[src/rtl/datapath_pkg.sv]
// Shared constants and scan FSM state type for the register bank
// and the select sequencer that feeds the 8-to-1 mux.
package datapath_pkg;

  localparam int WIDTH = 5;
  localparam int SEL_W = 3;

  typedef enum logic [1:0] {
    IDLE = 2'd0,
    SCAN = 2'd1,
    DONE = 2'd2
  } state_t;

endpackage

[src/rtl/reg8x5_core.sv]
// Register storage with write decode; r0 is hardwired to zero when
// REGFILE_ZERO_R0_EN is defined, otherwise it is a normal register.
module reg8x5_core
  import datapath_pkg::*;
#(
  parameter int W = WIDTH,
  parameter int D = 8
) (
  input  logic                    clk,
  input  logic                    rst_n,
  input  logic                    we,
  input  logic [SEL_W-1:0]        waddr,
  input  logic [W-1:0]            wdata,
  output logic [D-1:0][W-1:0]     q
);

  logic [D-1:0][W-1:0] mem;
  logic                wr_ok;

`ifdef REGFILE_ZERO_R0_EN
  assign wr_ok = (waddr != '0);
`else
  assign wr_ok = 1'b1;
`endif

  always_ff @(posedge clk or negedge rst_n) begin
    if (!rst_n) begin
      mem <= '0;
    end else if (we && wr_ok) begin
      mem[waddr] <= wdata;
    end
  end

  assign q = mem;

endmodule

[src/rtl/regfile8x5_scan.sv]
// 8x5 register bank plus handshaked scan sequencer driving mux selects.
// Optional feature: REGFILE_ZERO_R0_EN (r0 hardwired to zero).
module regfile8x5_scan
  import datapath_pkg::*;
#(
  parameter int WIDTH = datapath_pkg::WIDTH,
  parameter int DEPTH = 8
) (
  input  logic             clk,
  input  logic             rst_n,
  input  logic             we,
  input  logic [2:0]       waddr,
  input  logic [WIDTH-1:0] wdata,
  output logic [WIDTH-1:0] r0,
  output logic [WIDTH-1:0] r1,
  output logic [WIDTH-1:0] r2,
  output logic [WIDTH-1:0] r3,
  output logic [WIDTH-1:0] r4,
  output logic [WIDTH-1:0] r5,
  output logic [WIDTH-1:0] r6,
  output logic [WIDTH-1:0] r7,
  input  logic             start,
  input  logic [2:0]       base,
  input  logic [3:0]       len,
  output logic             s0,
  output logic             s1,
  output logic             s2,
  output logic             sel_valid,
  input  logic             sel_ready,
  output logic             busy,
  output logic             done
);

  logic [DEPTH-1:0][WIDTH-1:0] q;

  reg8x5_core #(
    .W (WIDTH),
    .D (DEPTH)
  ) u_core (
    .clk   (clk),
    .rst_n (rst_n),
    .we    (we),
    .waddr (waddr),
    .wdata (wdata),
    .q     (q)
  );

  assign r0 = q[0];
  assign r1 = q[1];
  assign r2 = q[2];
  assign r3 = q[3];
  assign r4 = q[4];
  assign r5 = q[5];
  assign r6 = q[6];
  assign r7 = q[7];

  state_t           state_q;
  logic [SEL_W-1:0] idx_q;
  logic [3:0]       rem_q;
  logic             valid_q;
  logic             busy_q;
  logic             done_q;

  // every output comes straight from a flop; sel_ready only steers next state
  always_ff @(posedge clk or negedge rst_n) begin
    if (!rst_n) begin
      state_q <= IDLE;
      idx_q   <= '0;
      rem_q   <= '0;
      valid_q <= 1'b0;
      busy_q  <= 1'b0;
      done_q  <= 1'b0;
    end else begin
      unique case (1'b1)
        state_q == IDLE: begin
          done_q <= 1'b0;
          if (start) begin
            busy_q <= 1'b1;
            if (len != '0) begin
              state_q <= SCAN;
              idx_q   <= base;
              rem_q   <= len;
              valid_q <= 1'b1;
            end else begin
              state_q <= DONE;
              done_q  <= 1'b1;
            end
          end
        end
        state_q == SCAN: begin
          if (sel_ready) begin
            idx_q <= idx_q + 3'd1;
            rem_q <= rem_q - 4'd1;
            if (rem_q == 4'd1) begin
              state_q <= DONE;
              valid_q <= 1'b0;
              done_q  <= 1'b1;
            end
          end
        end
        state_q == DONE: begin
          state_q <= IDLE;
          busy_q  <= 1'b0;
          done_q  <= 1'b0;
        end
        default: begin
          state_q <= IDLE;
          valid_q <= 1'b0;
          busy_q  <= 1'b0;
          done_q  <= 1'b0;
        end
      endcase
    end
  end

  assign {s2, s1, s0} = idx_q;
  assign sel_valid    = valid_q;
  assign busy         = busy_q;
  assign done         = done_q;

endmodule

[config.mk]
export PLATFORM = sky130hd
export DESIGN_NAME = regfile8x5_scan
export DESIGN_NICKNAME = d
export VERILOG_FILES = /design/src/rtl/datapath_pkg.sv /design/src/rtl/reg8x5_core.sv /design/src/rtl/regfile8x5_scan.sv
export SDC_FILE = /design/constraint.sdc
export NUM_CORES = 1
export LEC_CHECK = 0
export BUFFER_PORTS_ARGS = -buffer_cell sky130_fd_sc_hd__buf_2
export CAP_MARGIN = 20
export CORE_MARGIN = 3
export CORE_UTILIZATION = 24
export DETAILED_ROUTE_END_ITERATION = 16
export PLACE_DENSITY_LB_ADDON = 0.1
export SLEW_MARGIN = 10
export SYNTH_ARGS = -nofsm -noshare
export SYNTH_HDL_FRONTEND = slang
export SYNTH_SLANG_ARGS = --single-unit
[constraint.sdc]
create_clock -name clk -period 2.3 [get_ports clk]
set_input_delay 0.115 -clock clk [delete_from_list [all_inputs] [get_ports clk]]
set_output_delay 0.115 -clock clk [all_outputs]
set_load 0.02 [all_outputs]
==> metrics.txt <==
post-cts resize count=0; H-Tree Depth=2; Worst EP arrival=1.87 ns; Cell Area, Synth=2270 um2; vias per cell=4.57; Cell variety after synth=34; initial antenna violation count=0; async set-reset flop share out of synthesis=100%; Synth Area in XOR/XNOR=0%; Setup Skew=0.00161 ns; # nets final=258; total global-route track usage=10.8%; status=finished clean; leakage power=1.32 nW; crit path max fanout=16; largest cells by area after synthesis=dfrtp_1 57%, mux2_2 22%, ha_1 1.7%, inv_1 1.2%, nand4b_1 1.2%; Adder-Cell Fraction of Synth Area=1.66%; fin crit period=1.67 ns; Fill cells=942; Reg2Reg Depth=3; post-synthesis mux area share=22.7%; CTS tree=done; simple-gate share of the synthesized area=10.5%; Peak VDD IR=0.413 mV; starting density of the core=25.4%; Final Cycle Share=72.6%; Die Height=103 um; max cap viols=0; Slowest-stage cell, CP=dfrtp_1; antenna cell count=0; Mapped Avg Cell Area=14.0 um2; clk sinks=52; routed wire length=5610 um; Post-route DRC=0; fin worst setup slack=0.630 ns; Critical Path Start Type=register; largest net degree at the start of global routing=20; Cells on Worst Hold Path=3; Tot Pwr=3.00 mW; DR vias=1573; Slew Limit Headroom=54.0%; combinational family with the most area after synthesis=multiplexers; worst hold margin=0.118 ns; Clock Tree Root=clkbuf_8; worst slew pin tran=0.685 ns; unrepaired setup endpoints after global routing=false; Commonest cells post-synth=52 x dfrtp_1, 44 x mux2_2, 7 x inv_1; Fmax=599 MHz; die width=103 um; Routed WL per cell=16.3 um; share of cells above drive strength 1=53.4%; Critical Path Max Stage Delay=0.56 ns; Synth warnings=0; sequential area share after synthesis=57.4%; Power Dens Cells=1060 nW/um2; Reg2Reg Launch Point=state_q[0]$_DFFE_PN0P_; Ports=66; GRT Residual Overflow=0; Cells after Synth=162; post-synthesis compound-gate area fraction=6.18%; post-synth top area share=57.4%; Final Hold Fails=0; 1st-iter DRT viols=38; #FFs+latches synth=52; Final Core Density=31.7%; hold crit path type=input port to register; Initial DRT Pass Iterations=4; Num CTS Buffers=5; Fin Setup TNS=0 ns; DP Wirelength=4210 um; num rows=34; global-route wire length before repair=8560 um; RR Endpoint=idx_q[1]$_DFFE_PN0P_; R2R Setup Slk=0.63 ns; critical path type=register to register; CP Data Required Time=2.50 ns; Post-synth top flop=dfrtp_1; Worst Setup End Kind=register; Slew Viols, Final=0; Worst Hold Endpoint=idx_q[2]$_DFFE_PN0P_; CP Cell Sequence=nor2b_1 -> a31o_4 -> mux2_2; gpl congestion=0.780; Post-synth EDFFs=0; Synth area leader=dfrtp_1; Post-DRT Antenna Nets=0; Die Area=10600 um2; area delta synth->final=25.0%; most frequent cell after synthesis=dfrtp_1; Max Root-Sink Buffers=2; Hold Path Origin=base[2]; worst slack, placed=0.617 ns; Clock Latency Late Sink=0.30 ns; core box area=8930 um2; IO buf count=65; syn nets=185; # setup viols final=0; Worst-path clk slew=0.10 ns; vias in the first global route=1547
-- cells in the final DEF, fill, tap and decap left out, types with 3 or more instances in the layout --
cell type,synthesis,layout
dfrtp_1,52,52
clkbuf_8,0,5
ha_1,3,3
buf_2,0,65
mux2_2,44,44
nor2b_1,3,3
nand2b_1,4,4
inv_1,7,7
a21oi_1,5,5
nand2_1,5,5
nand4b_1,3,3
-- flip-flops by register name (all words and copies together) (netlist names) --
register   cells
busy           1
rem_q          4
idx_q          3
done           1
u_core.q      40
sel_valid      1
state_q        2
-- logic make-up after synthesis --
group	count (synthesis)
multiplexers	46
adder cells (fa/ha/maj)	3
flip-flops	52
AO/OA/AOI/OAI	19
buffers and inverters	9
AND/OR/NAND/NOR	33
-- repair_timing --
action / 4_1_cts / 5_1_grt
setup buffers: 0 / 0
hold buffers: 1 / 0
hold endpoints to repair: 17 / 0
-- cell type report --
cell class	count	area (um2)	share of cell area, %
multi-input combinational	101	931	32.9
clock inverter	3	18.8	0.663
timing repair buffer	68	350	12.4
tap	108	135	4.77
inverter	7	26.3	0.928
sequential	52	1300	46.0
clock buffer	5	68.8	2.43
-- metal layers --
| layer | vias to the layer above | routed length (um) | track usage [%] |
|---|---|---|---|
| met1 | 770 | 2820 | 15.4 |
| met4 | 0 | 45 | 2.99 |
| met5 | - | 0 | 0 |
| met3 | 4 | 333 | 3.11 |
| li1 | 746 | - | - |
| met2 | 53 | 2410 | 15.9 |
-- how the worst max path moves through the flow --
stage / cells past startpoint / startpoint / slack (ns) / end
4_1_cts: 3 / state_q[0]$_DFFE_PN0P_ / 0.61 / idx_q[1]$_DFFE_PN0P_
6_report: 3 / state_q[0]$_DFFE_PN0P_ / 0.63 / idx_q[1]$_DFFE_PN0P_
5_1_grt: 3 / state_q[0]$_DFFE_PN0P_ / 0.47 / rem_q[1]$_DFFE_PN0P_
2_1_floorplan: 4 / state_q[1]$_DFFE_PN0P_ / 0.77 / rem_q[2]$_DFFE_PN0P_
3_3_place_gp: 3 / state_q[0]$_DFFE_PN0P_ / 0.69 / rem_q[1]$_DFFE_PN0P_
3_5_place_dp: 3 / state_q[0]$_DFFE_PN0P_ / 0.62 / idx_q[1]$_DFFE_PN0P_
-- critical path: cells and delay by family, from the launching register on --
family | cells | cell delay [ns]
flops | 1 | 0.56
mux | 1 | 0.34
compound gates | 1 | 0.27
simple gates | 1 | 0.39
-- power by group --
part	leakage (nW)	total (mW)	internal [mW]	switching [mW]
sequential	0.619	1.36	1.16	0.198
combinational	0.650	1.11	0.505	0.608
clock	0.0479	0.525	0.213	0.312
-- metrics by stage --
stage,cells,area (um2)
after global placement,335,2730
after global routing,344,2830
final,344,2830
after floorplan,162,2270
after detailed placement,335,2730
after CTS,344,2830
No activity file was read; power rests on OpenSTA's default activity.
